===== config.mk =====
export PLATFORM = sky130hd
export DESIGN_NAME = moesi_snoop_responder
export DESIGN_NICKNAME = d
export VERILOG_FILES = /design/src/rtl/moesi_pkg.sv /design/src/rtl/moesi_snoop_decode.sv /design/src/rtl/moesi_snoop_responder.sv
export SDC_FILE = /design/constraint.sdc
export NUM_CORES = 1
export LEC_CHECK = 0
export CORE_AREA = 10 10 449 451
export CTS_BUF_LIST = sky130_fd_sc_hd__clkbuf_8
export DETAILED_ROUTE_END_ITERATION = 12
export DIE_AREA = 0 0 459 461
export PLACE_DENSITY_LB_ADDON = 0.15
export SLEW_MARGIN = 15
export SYNTH_ARGS = -nofsm -noshare
export SYNTH_HDL_FRONTEND = slang
export SYNTH_SLANG_ARGS = --single-unit

===== constraint.sdc =====
create_clock -name clk -period 20.9 [get_ports clk]
set_input_delay 4.18 -clock clk [delete_from_list [all_inputs] [get_ports clk]]
set_output_delay 4.18 -clock clk [all_outputs]
set_load 0.02 [all_outputs]

===== src/rtl/moesi_pkg.sv =====
// Shared MOESI types and cache geometry helpers.
package moesi_pkg;

  typedef enum logic [2:0] {
    ST_I = 3'd0,
    ST_S = 3'd1,
    ST_E = 3'd2,
    ST_O = 3'd3,
    ST_M = 3'd4
  } moesi_e;

  typedef enum logic [1:0] {
    BUS_NONE = 2'b00,
    BUS_RD   = 2'b01,
    BUS_RDX  = 2'b10,
    BUS_UPGR = 2'b11
  } bus_e;

  typedef enum logic [2:0] {
    F_IDLE,
    F_LOOKUP,
    F_EVAL,
    F_DATA,
    F_RESP
  } fsm_e;

  function automatic int set_w(input int sets);
    return $clog2(sets);
  endfunction

  function automatic int tag_w(input int aw, input int sets, input int lb);
    return aw - $clog2(sets) - $clog2(lb);
  endfunction

endpackage


===== src/rtl/moesi_snoop_decode.sv =====
// Snoop transition table: bus op and current state to next state,
// data supply and hit.
module moesi_snoop_decode
  import moesi_pkg::*;
(
  input  bus_e   bus,
  input  moesi_e old_st,
  output moesi_e new_st,
  output logic   supply,
  output logic   hit
);

  logic owned;

  always_comb begin
    hit    = (old_st == ST_S) || (old_st == ST_E) ||
             (old_st == ST_O) || (old_st == ST_M);
    owned  = (old_st == ST_O) || (old_st == ST_M);
    new_st = old_st;
    supply = 1'b0;
    if (hit) begin
      case (bus)
        BUS_RD: begin
          supply = owned;
          new_st = owned ? ST_O : ST_S;
        end
        BUS_RDX: begin
          supply = owned;
          new_st = ST_I;
        end
        BUS_UPGR: begin
          new_st = ST_I;
        end
        default: begin
          new_st = old_st;
        end
      endcase
    end
  end

endmodule


===== src/rtl/moesi_snoop_responder.sv =====
// Per-core snoop responder: probes tags, supplies dirty lines,
// and downgrades or invalidates the local copy.
module moesi_snoop_responder
  import moesi_pkg::*;
#(
  parameter int SETS       = 128,
  parameter int WAYS       = 4,
  parameter int LINE_BYTES = 64,
  parameter int ADDR_WIDTH = 64,
  localparam int DATA_WIDTH = LINE_BYTES * 8,
  localparam int SET_W = set_w(SETS),
  localparam int WAY_W = $clog2(WAYS),
  localparam int OFF_W = $clog2(LINE_BYTES),
  localparam int TAG_W = tag_w(ADDR_WIDTH, SETS, LINE_BYTES)
) (
  input  logic                  clk,
  input  logic                  rst,
  input  logic [1:0]            core_id,
  input  logic                  snoop_valid,
  input  logic [1:0]            snoop_type,
  input  logic [ADDR_WIDTH-1:0] snoop_addr,
  input  logic [1:0]            snoop_src_id,
  output logic                  snoop_ready,
  output logic                  lookup_req,
  output logic [SET_W-1:0]      lookup_set,
  output logic [TAG_W-1:0]      lookup_tag,
  input  logic                  lookup_hit,
  input  logic [WAY_W-1:0]      lookup_way,
  input  logic [2:0]            lookup_state,
  output logic                  data_rd_req,
  output logic [WAY_W-1:0]      data_rd_way,
  input  logic                  data_rd_valid,
  input  logic [DATA_WIDTH-1:0] data_rd_data,
  output logic                  upd_valid,
  output logic [WAY_W-1:0]      upd_way,
  output logic [2:0]            upd_state,
  output logic                  snoop_done,
  output logic                  snoop_hit,
  output logic                  snoop_dirty,
  output logic [DATA_WIDTH-1:0] snoop_data
);

  fsm_e   state, next;
  bus_e   type_q;
  moesi_e new_q, eff_st, dec_new;
  logic   dec_supply, dec_hit;
  logic   hit_q, dirty_q, upd_q, rd_done_q;
  logic   accept, self_snoop;

  logic [SET_W-1:0]      set_q;
  logic [TAG_W-1:0]      tag_q;
  logic [WAY_W-1:0]      way_q;
  logic [DATA_WIDTH-1:0] data_q;
  logic                  addr_unused;

  assign addr_unused = ^snoop_addr[OFF_W-1:0];

  assign accept     = (state == F_IDLE) && snoop_valid &&
                      (snoop_type != BUS_NONE);
  assign self_snoop = (snoop_src_id == core_id);
  // A miss is decoded as an I line so the table yields no hit.
  assign eff_st     = lookup_hit ? moesi_e'(lookup_state) : ST_I;

  moesi_snoop_decode u_dec (
    .bus    (type_q),
    .old_st (eff_st),
    .new_st (dec_new),
    .supply (dec_supply),
    .hit    (dec_hit)
  );

  always_comb begin
    next = state;
    unique case (state)
      F_IDLE:   if (accept) next = self_snoop ? F_RESP : F_LOOKUP;
      F_LOOKUP: next = F_EVAL;
      F_EVAL:   next = dec_supply ? F_DATA : F_RESP;
      F_DATA:   if (data_rd_valid) next = F_RESP;
      F_RESP:   next = F_IDLE;
      default:  next = F_IDLE;
    endcase
  end

  always_ff @(posedge clk or posedge rst) begin
    if (rst) begin
      state     <= F_IDLE;
      type_q    <= BUS_NONE;
      set_q     <= '0;
      tag_q     <= '0;
      way_q     <= '0;
      new_q     <= ST_I;
      hit_q     <= 1'b0;
      dirty_q   <= 1'b0;
      upd_q     <= 1'b0;
      rd_done_q <= 1'b0;
      data_q    <= '0;
    end else begin
      state <= next;
      if (accept) begin
        type_q    <= bus_e'(snoop_type);
        set_q     <= snoop_addr[OFF_W +: SET_W];
        tag_q     <= snoop_addr[ADDR_WIDTH-1 -: TAG_W];
        hit_q     <= 1'b0;
        dirty_q   <= 1'b0;
        upd_q     <= 1'b0;
        rd_done_q <= 1'b0;
      end
      if (state == F_EVAL) begin
        way_q   <= lookup_way;
        new_q   <= dec_new;
        hit_q   <= dec_hit;
        dirty_q <= dec_supply;
        upd_q   <= dec_hit && (dec_new != eff_st);
      end
      if (state == F_DATA) begin
        rd_done_q <= 1'b1;
        if (data_rd_valid) data_q <= data_rd_data;
      end
    end
  end

  assign snoop_ready = (state == F_IDLE);
  assign lookup_req  = (state == F_LOOKUP);
  assign lookup_set  = set_q;
  assign lookup_tag  = tag_q;
  assign data_rd_req = (state == F_DATA) && !rd_done_q;
  assign data_rd_way = way_q;
  assign snoop_done  = (state == F_RESP);
  assign upd_valid   = snoop_done && upd_q;
  assign upd_way     = way_q;
  assign upd_state   = new_q;
  assign snoop_hit   = snoop_done && hit_q;
  assign snoop_dirty = snoop_done && dirty_q;
  assign snoop_data  = data_q;

endmodule


=== Word level (Yosys, flattened, before mapping) ===
Index checks and enable logic that the tools add are counted.

* $add $sub $neg: 0
* Multipliers: 0
* Bitwise gates (word level): 0
* Equality and inequality tests: 15
* Shift operators: 0
* Mux-type cells: 16
* Order comparisons: 0
* Div/mod/pow operators: 0
* Reductions and logical operators: 20

{| class="wikitable"
|+ Operator list
! operator !! count
|-
| 3-bit 2-to-1 mux || 6
|-
| 3-bit by 2-bit == test with 1-bit output, second input constant || 4
|-
| 3-bit one-hot mux with 4 select lines || 1
|-
| 1-bit logical AND || 7
|-
| 1-bit 2-to-1 mux || 7
|-
| 3-bit by 1-bit == test with 1-bit output, second input constant || 2
|-
| 3-bit == test, second input constant || 2
|-
| 3-bit one-hot mux with 2 select lines || 1
|-
| 2-bit nonzero test || 3
|-
| 2-bit == test, second input constant || 2
|-
| 1-bit logical OR || 4
|-
| 2-bit AND reduction || 2
|-
| 2-bit OR reduction || 2
|-
| 3-bit zero test || 1
|-
| 3-bit != test || 1
|-
| 2-bit by 1-bit == test with 1-bit output, second input constant || 1
|-
| 2-bit == test || 1
|-
| 2-bit 2-to-1 mux || 1
|-
| 2-bit by 1-bit != test with 1-bit output, second input constant || 1
|-
| 2-bit != test, second input constant || 1
|-
| 1-bit zero test || 1
|}

* Memory bits (read-only): 0
* Memories: 0
* Output and inout bits: 584
* Bits in registers: 584
* Bits in writable memories: 0
* Latch bits: 0

=== Logic depth before layout (Yosys ltp) ===
Gate-level depths: netlist (run 1).

* Depth after elaboration: 9
* Depth in mapped cells: 6
* Mapped depth without buffers: 6

=== Modules after synthesis ===
Synthesis (run 1) repeated with hierarchy kept, for this count alone.

* Cells, all modules: 1301
* Area total of the unflattened synthesis: 22311.4 µm²

{| class="wikitable"
|+ Modules (own cells, without submodules)
! module !! instances !! cells each !! area an instance (µm²)
|-
| moesi_snoop_responder || 1 || 1280 || 22178.8
|-
| moesi_snoop_decode || 1 || 21 || 132.6
|}

=== Worst setup path after synthesis (run 1) ===
OpenSTA, ideal clock, no wires.

* Path type: input to register
* Start: input lookup_state[1]
* End: register state[2]
* Slack: 15.439 ns
* Stages: 5
* Arrival time: 5.342 ns
* Buffers on the path: 1
* Path through: buf_4 > or3b_2 > a211oi_1 > o21ai_0 > and3b_1

* Longest elaborated chain between the ends: 8
* Elaborated cells between the ends (all ways): 13
* Classes of those cells: eq/ne (4); mux (5); reduce/logical (4)

{| class="wikitable"
|+ Ends and longest elaborated chain
! what !! RTL line !! source
|-
| from (decl) || moesi_snoop_responder.sv:29 || <nowiki>input logic [2:0] lookup_state,</nowiki>
|-
| 3-bit 2-to-1 mux * || moesi_snoop_responder.sv:62 || <nowiki>assign eff_st = lookup_hit ? moesi_e'(lookup_state) : ST_I;</nowiki>
|-
| 3-bit by 1-bit == test with 1-bit output / 3-bit by 2-bit == test with 1-bit output (equally long branches) || moesi_snoop_decode.sv:16 || <nowiki>hit = (old_st == ST_S) || (old_st == ST_E) ||</nowiki>
|-
| 1-bit logical OR (2 in a row) || moesi_snoop_decode.sv:16 ||
|-
| 1-bit logical OR || moesi_snoop_decode.sv:17 || <nowiki>(old_st == ST_O) || (old_st == ST_M);</nowiki>
|-
| 1-bit 2-to-1 mux * || moesi_snoop_decode.sv:21 || <nowiki>if (hit) begin</nowiki>
|-
| 3-bit 2-to-1 mux * || moesi_snoop_responder.sv:77 || <nowiki>F_EVAL: next = dec_supply ? F_DATA : F_RESP;</nowiki>
|-
| 3-bit one-hot mux with 4 select lines * || moesi_snoop_responder.sv:74 || <nowiki>unique case (state)</nowiki>
|-
| to (signal assigned) || moesi_snoop_responder.sv:98 || <nowiki>state <= next;</nowiki>
|-
| to (decl) || moesi_snoop_responder.sv:43 || <nowiki>fsm_e state, next;</nowiki>
|}

Every way passes the cells marked *; elsewhere a longest branch is shown, timed or not.
A chain may end at the register's enable or synchronous reset.

=== Worst setup path after layout (run 1) ===
* Start: input data_rd_valid
* End: register data_q[289], in the netlist snoop_data[289]

* Longest elaborated chain between the ends: 1

{| class="wikitable"
|+ Ends and longest elaborated chain
! what !! RTL line !! source
|-
| from (decl) || moesi_snoop_responder.sv:32 || <nowiki>input logic data_rd_valid,</nowiki>
|-
| 2-bit AND reduction (no line) || - ||
|-
| to (signal assigned) || moesi_snoop_responder.sv:117 || <nowiki>if (data_rd_valid) data_q <= data_rd_data;</nowiki>
|-
| to (decl) || moesi_snoop_responder.sv:53 || <nowiki>logic [DATA_WIDTH-1:0] data_q;</nowiki>
|}

No other way between the ends.

==> tab_implementation.tex, run 1 <==
\begin{tabular}{lr}
\hline
Metric & Value \\
\hline
\multicolumn{2}{l}{\textbf{Outcome}} \\
\quad Result of the run & completed \\
\multicolumn{2}{l}{\textbf{Logic synthesis}} \\
\quad Count of flip-flops with a built-in enable after synthesis & 0 \\
\quad Post-synthesis cell type count & 36 \\
\quad Syn Area/Cell & 17.0 µm² \\
\quad Synthesized-area fraction occupied by ao, oa, aoi and oai cells & 0.598\% \\
\quad Dominant combinational cell family by area after synthesis & multiplexers \\
\quad Leading cell type by number of instances after synthesis & dfrtp\_1 \\
\quad Yosys top cell by area & dfrtp\_1 \\
\quad Fraction of registers with async set/reset & 100\% \\
\quad Post-synth top flop & dfrtp\_1 \\
\quad Number of instances in the synthesized netlist & 1302 \\
\quad Synthesized-area fraction occupied by adder cells & 0.113\% \\
\quad Most instantiated cells after synthesis & dfrtp\_1 (584), mux2\_2 (513), mux2\_1 (57) \\
\quad Share of the synthesized area in the top cell type & 65.9\% \\
\quad Xor-xnor portion of the synthesized cell area & 0.158\% \\
\quad Top area cells in the synthesized netlist & dfrtp\_1 (66\%), mux2\_2 (26\%), mux2\_1 (2.9\%), buf\_6 (2.4\%), nand2\_1 (0.32\%) \\
\quad Total nets after synthesis & 1896 \\
\quad Post-Synth Simple-Gate Area & 1.11\% \\
\quad Yosys warning total & 0 \\
\quad Fraction of the yosys area taken by sequential cells & 65.9\% \\
\quad Synthesized flop and latch total & 584 \\
\quad Mapped cell area & 22200 µm² \\
\quad Multiplexer share of the synthesized area & 29.0\% \\
\multicolumn{2}{l}{\textbf{Worst setup path}} \\
\quad Slowest stage delay, CP & 860 ps \\
\quad Arrival time of data at the critical path endpoint & 8000 ps \\
\quad Top cell family by delay on the critical path & buffers and inverters \\
\quad CP max FO & 115 \\
\quad Type of the setup path with the least slack & in -> reg \\
\quad WP buf/inv & 4 \\
\quad Logic depth of the worst path, buffers included & 6 \\
\quad Cell-by-cell listing of the critical path & clkdlybuf4s50\_1 > nand3\_4 > buf\_4 > buf\_12 > buf\_4 > mux2\_2 \\
\quad Data required, critical path & 21590 ps \\
\quad Number of cells traversed by the worst register-to-register path & 6 \\
\quad Kind of end point of the critical path & register \\
\quad Cell repeated most along the worst path & buf\_4 \\
\quad Setup crit start kind & input pin \\
\quad Slowest stage cell on the critical path & buf\_4 \\
\multicolumn{2}{l}{\textbf{Timing}} \\
\quad Clock skew after layout & 31.9 ps \\
\quad Fin crit period & 7300 ps \\
\quad Count of endpoints failing hold in the final timing report & 0 \\
\quad Final Max Tran Viols & 0 \\
\quad Post-route fraction of the period consumed by the critical path & 34.9\% \\
\quad Final total negative setup slack & 0 ps \\
\quad Final worst hold slack & 476 ps \\
\quad Unrepaired setup endpoints after global routing & no \\
\quad Fmax achieved & 137 MHz \\
\quad Relative slew slack & 34.3\% \\
\quad Slew of the pin with the lowest slew margin & 985 ps \\
\quad Crit path setup slack, layout & 13600 ps \\
\quad Final number of setup-violating endpoints & 0 \\
\multicolumn{2}{l}{\textbf{Power and ir drop}} \\
\quad Static leakage & 16.3 nW \\
\quad Overall power & 6.01 mW \\
\quad Worst ir drop on vdd & 0.0558 mV \\
\quad Power per Cell Area & 154 nW/µm² \\
\multicolumn{2}{l}{\textbf{Global routing}} \\
\quad Number of global-route vias before repair & 17.9k \\
\quad Initial antenna violation count & 72 \\
\quad Largest net degree at the start of global routing & 141 \\
\quad Overall routing resource usage & 11.1\% \\
\quad Global route total overflow & 0 \\
\quad First-pass GRT wire length & 163 mm \\
\multicolumn{2}{l}{\textbf{Route}} \\
\quad Total iterations of the first detailed-routing run & 4 \\
\quad Number of violations reported at the end of detailed-routing iteration 0 & 404 \\
\quad Final wirelength & 123 mm \\
\quad Average detailed-routed wire length per instance & 23.7 µm \\
\quad Drt drc & 0 \\
\quad Via count of the routed design & 16.3k \\
\quad Number of routed nets with antenna violations & 0 \\
\quad Post-detailed-route via-to-cell ratio & 3.15 \\
\multicolumn{2}{l}{\textbf{Die}} \\
\quad Top-Level Pins & 1176 \\
\quad Initial Util & 11.5\% \\
\quad Core Footprint & 192000 µm² \\
\quad Site Rows & 161 \\
\quad Die Outline Area & 212000 µm² \\
\quad Die outline height & 461 µm \\
\quad Horizontal extent of the die & 459 µm \\
\multicolumn{2}{l}{\textbf{Placement}} \\
\quad Final HPWL DP & 97.5 mm \\
\quad Post-place instance area & 36500 µm² \\
\quad Routability Congestion & 0.760 \\
\quad Number of placed instances, taps included & 4943 \\
\quad Worst slack at placement & 12560 ps \\
\quad IO Port Bufs & 1169 \\
\multicolumn{2}{l}{\textbf{Clock network}} \\
\quad Number of gates given a new drive strength after cts & 0 \\
\quad Post-CTS clock slew at the launch and capture registers of the worst setup and hold paths & 50 ps \\
\quad TritonCTS clock tree & done \\
\quad Maximum level of the CTS H-tree & 4 \\
\quad Number of buffers created by CTS & 130 \\
\quad Post-CTS Setup Repair Bufs & 0 \\
\quad Maximum buffer depth of the clock tree & 3 \\
\quad Total number of clock tree sinks & 584 \\
\quad Cell at the root of the clock tree & clkbuf\_8 \\
\quad Hold\_buf cts & 0 \\
\quad Worst-skew pair later-pin latency & 840 ps \\
\multicolumn{2}{l}{\textbf{Finish}} \\
\quad Final core utilization & 20.3\% \\
\quad Area of all placed cells without fillers & 39000 µm² \\
\quad Share of post-route cells with drive strength above 1 & 26.7\% \\
\quad Area overhead of the layout relative to synthesis & 75.7\% \\
\quad Number of standard cells in the final layout excluding fillers & 5172 \\
\quad Number of nets at the end of the flow & 3143 \\
\multicolumn{2}{l}{\textbf{Worst hold path}} \\
\quad Min-Delay Path Depth & 1 \\
\quad Class of the most critical hold timing path & reg -> reg \\
\multicolumn{2}{l}{\textbf{Job}} \\
\quad Max-capacitance violation count & 0 \\
\hline
\end{tabular}
[kinds of logic (layout without fill, tap and decap cells)]
| group | after synthesis | count (layout) |
|---|---|---|
| buf+inv | 75 | 1399 |
| mux | 571 | 571 |
| other cells | 0 | 20 |
| simple gates | 45 | 45 |
| compound gates | 21 | 21 |
| fa+ha+maj | 2 | 2 |
| xor+xnor | 4 | 4 |
| flops | 584 | 584 |
[power breakdown]
group	switching, mW	internal, mW	leakage (nW)	total [mW]
Sequential	0.293	1.66	7.34	1.96
Combinational	1.42	1.40	7.56	2.82
Clock	0.569	0.661	1.38	1.23
[worst register-to-register path: cells and delay by family, from the launching register on]
family	cells	cell delay [ps]
buffers and inverters	3	2370
DFF	1	550
muxes	1	500
and+or+nand+nor	2	720
[routing by layer]
layer / share of wire [%] / track usage, %
met1: 37 / 11.6
met2: 45 / 17.2
met3: 15 / 8.51
met4: 2.5 / 3.24
met5: 0.47 / 0
[path summary, 6_finish.rpt]
path,endpoint,start,slack (ps)
worst max-delay path,snoop_data[289]$_DFFE_PP0P_,data_rd_valid,13600
worst min-delay path,type_q[1]$_DFFE_PP0P_,type_q[1]$_DFFE_PP0P_,480
worst max register to register,snoop_data[289]$_DFFE_PP0P_,state[2]$_DFFE_PP0P_,16650
worst min register to register,type_q[1]$_DFFE_PP0P_,type_q[1]$_DFFE_PP0P_,480
max in group asynchronous,snoop_data[362]$_DFFE_PP0P_,rst,13690
min in group asynchronous,snoop_data[121]$_DFFE_PP0P_,rst,3790
[state kept, by name (all words and copies together) (netlist names)]
signal,count
snoop_data,512
lookup_tag,51
lookup_set,7
state,3
upd_state,3
data_rd_way,2
type_q,2
dirty_q,1
hit_q,1
rd_done_q,1
upd_q,1
[cell type report]
cell class,count,area [µm²]
Fill cell,20900,153000
Multi-Input combinational cell,643,6880
Sequential cell,584,14600
Timing Repair Buffer,1185,11900
Tap cell,2526,3160
Antenna cell,20,50.0
Clock buffer,151,2080
Clock inverter,58,300
Inverter,5,26.3
[cell usage in the layout, fill, tap and decap left out, types with 4 or more instances in the layout]
master	instances
and3_1	4
buf_4	13
clkbuf_8	151
clkdlybuf4s50_1	1169
clkinv_2	4
dfrtp_1	584
diode_2	20
inv_1	48
inv_6	4
mux2_1	57
mux2_2	513
nand2_1	19
nor2_1	6
o21ai_0	11
(Power assumes the default switching activity.)
==> inputs of run 2 (changes only) <==
Clock period 20.9 ns to 6.77 ns, I/O delays scaled along.
==> tab_implementation.tex, run 2 (synthesis results as in run 1) <==
\begin{tabular}{lr}
\hline
Metric & Value \\
\hline
\multicolumn{2}{l}{\textbf{Outcome}} \\
\quad Result of the run & completed \\
\multicolumn{2}{l}{\textbf{Clock network}} \\
\quad Maximum level of the CTS H-tree & 4 \\
\quad Cell at the root of the clock tree & clkbuf\_8 \\
\quad Post-CTS clock slew at the launch and capture registers of the worst setup and hold paths & 60 ps \\
\quad Hold\_buf cts & 0 \\
\quad Maximum buffer depth of the clock tree & 3 \\
\quad Worst-skew pair later-pin latency & 870 ps \\
\quad Number of buffers created by CTS & 133 \\
\quad Total number of clock tree sinks & 584 \\
\quad Post-CTS Setup Repair Bufs & 0 \\
\quad TritonCTS clock tree & done \\
\quad Number of gates given a new drive strength after cts & 0 \\
\multicolumn{2}{l}{\textbf{Die}} \\
\quad Top-Level Pins & 1176 \\
\quad Initial Util & 11.5\% \\
\quad Die outline height & 461 µm \\
\quad Core Footprint & 192000 µm² \\
\quad Die Outline Area & 212000 µm² \\
\quad Site Rows & 161 \\
\quad Horizontal extent of the die & 459 µm \\
\multicolumn{2}{l}{\textbf{Global routing}} \\
\quad Initial antenna violation count & 79 \\
\quad Overall routing resource usage & 11.6\% \\
\quad Number of global-route vias before repair & 18.4k \\
\quad Global route total overflow & 0 \\
\quad Largest net degree at the start of global routing & 119 \\
\quad First-pass GRT wire length & 169 mm \\
\multicolumn{2}{l}{\textbf{Placement}} \\
\quad Final HPWL DP & 102 mm \\
\quad Routability Congestion & 0.764 \\
\quad Number of placed instances, taps included & 4953 \\
\quad IO Port Bufs & 1169 \\
\quad Post-place instance area & 36700 µm² \\
\multicolumn{2}{l}{\textbf{Timing}} \\
\quad Unrepaired setup endpoints after global routing & no \\
\quad Fin crit period & 4120 ps \\
\quad Slew of the pin with the lowest slew margin & 912 ps \\
\quad Fmax achieved & 242 MHz \\
\quad Count of endpoints failing hold in the final timing report & 0 \\
\quad Final worst hold slack & 478 ps \\
\quad Final Max Tran Viols & 0 \\
\quad Final total negative setup slack & 0 ps \\
\quad Relative slew slack & 39.2\% \\
\quad Post-route fraction of the period consumed by the critical path & 60.9\% \\
\quad Final number of setup-violating endpoints & 0 \\
\quad Clock skew after layout & 35.3 ps \\
\multicolumn{2}{l}{\textbf{Worst setup path}} \\
\quad Cell-by-cell listing of the critical path & nor3\_1 > clkdlybuf4s50\_1 \\
\quad CP max FO & 9 \\
\quad Setup crit start kind & register \\
\quad Kind of end point of the critical path & output pin \\
\quad Slowest stage cell on the critical path & clkdlybuf4s50\_1 \\
\quad Arrival time of data at the critical path endpoint & 2770 ps \\
\quad Data required, critical path & 5420 ps \\
\quad Slowest stage delay, CP & 740 ps \\
\quad Type of the setup path with the least slack & reg -> out \\
\multicolumn{2}{l}{\textbf{Finish}} \\
\quad Number of nets at the end of the flow & 3156 \\
\quad Share of post-route cells with drive strength above 1 & 27.1\% \\
\quad Area overhead of the layout relative to synthesis & 77.3\% \\
\quad Final core utilization & 20.5\% \\
\quad Area of all placed cells without fillers & 39300 µm² \\
\quad Number of standard cells in the final layout excluding fillers & 5204 \\
\quad Most common library cell in the layout ignoring fill and taps & clkdlybuf4s50\_1 \\
\quad Highest-count cells in the layout ignoring fill and taps & clkdlybuf4s50\_1 (1169), dfrtp\_1 (584), mux2\_2 (513), clkbuf\_8 (161), inv\_1 (58) \\
\quad Max FFs per register & 512 \\
\multicolumn{2}{l}{\textbf{Route}} \\
\quad Via count of the routed design & 16.5k \\
\quad Post-detailed-route via-to-cell ratio & 3.18 \\
\quad Drt drc & 0 \\
\quad Total iterations of the first detailed-routing run & 5 \\
\quad Average detailed-routed wire length per instance & 24.5 µm \\
\quad Final wirelength & 127 mm \\
\quad Number of violations reported at the end of detailed-routing iteration 0 & 519 \\
\quad Number of routed nets with antenna violations & 0 \\
\multicolumn{2}{l}{\textbf{Power and ir drop}} \\
\quad Power per Cell Area & 478 nW/µm² \\
\quad Worst ir drop on vdd & 0.199 mV \\
\quad Static leakage & 16.5 nW \\
\multicolumn{2}{l}{\textbf{Job}} \\
\quad Max-capacitance violation count & 0 \\
\multicolumn{2}{l}{\textbf{Worst hold path}} \\
\quad Class of the most critical hold timing path & reg -> reg \\
\hline
\end{tabular}
==> run 2: critical path: cells and delay by family, from the launching register on <==
family / cells / cell delay, ps
simple gates: 1 / 650
flops: 1 / 520
buf+inv: 1 / 740
==> run 2: layer usage <==
| metal | routed length (µm) | GRT usage (%) | vias up |
|---|---|---|---|
| met3 | 18600 | 8.09 | 284 |
| met1 | 45500 | 11.8 | 8062 |
| met5 | 507 | 0 | - |
| met4 | 4010 | 4.38 | 84 |
| li1 | - | - | 7167 |
| met2 | 58800 | 18.5 | 926 |
==> run 2: path summary, 6_finish.rpt <==
check	from	end	slack, ps	cells after the start
max reg2reg	state[2]$_DFFE_PP0P_	snoop_data[288]$_DFFE_PP0P_	4020	4
min reg2reg	type_q[1]$_DFFE_PP0P_	type_q[1]$_DFFE_PP0P_	480	1
min	type_q[1]$_DFFE_PP0P_	type_q[1]$_DFFE_PP0P_	480	1
max in group asynchronous	rst	snoop_data[440]$_DFFE_PP0P_	4410	4
min in group asynchronous	rst	lookup_tag[11]$_DFFE_PP0P_	840	2
max	state[0]$_DFFE_PP0P_	snoop_ready	2650	2
==> run 2: through the flow <==
stage,power (mW),worst slack [ps]
after floorplan,9.88,-2540
after global placement,15.1,2760
after detailed placement,15.1,2720
after CTS,19.4,2470
after global routing,20.0,2420
final,18.8,2650
==> run 2: final cells by class <==
class,instances,area [µm²]
Sequential cell,584,14600
Multi-Input combinational cell,643,6880
Fill cell,20900,153000
Inverter,5,22.5
Clock inverter,69,340
Antenna cell,21,52.6
Tap cell,2526,3160
Clock buffer,161,2220
Timing Repair Buffer,1195,12000
==> run 2: power breakdown <==
part	internal [mW]	switching, mW	leakage (nW)
Sequential	5.14	0.914	7.34
Combinational	4.33	4.42	7.64
Clock	2.17	1.83	1.50
Total	11.6	7.17	16.5
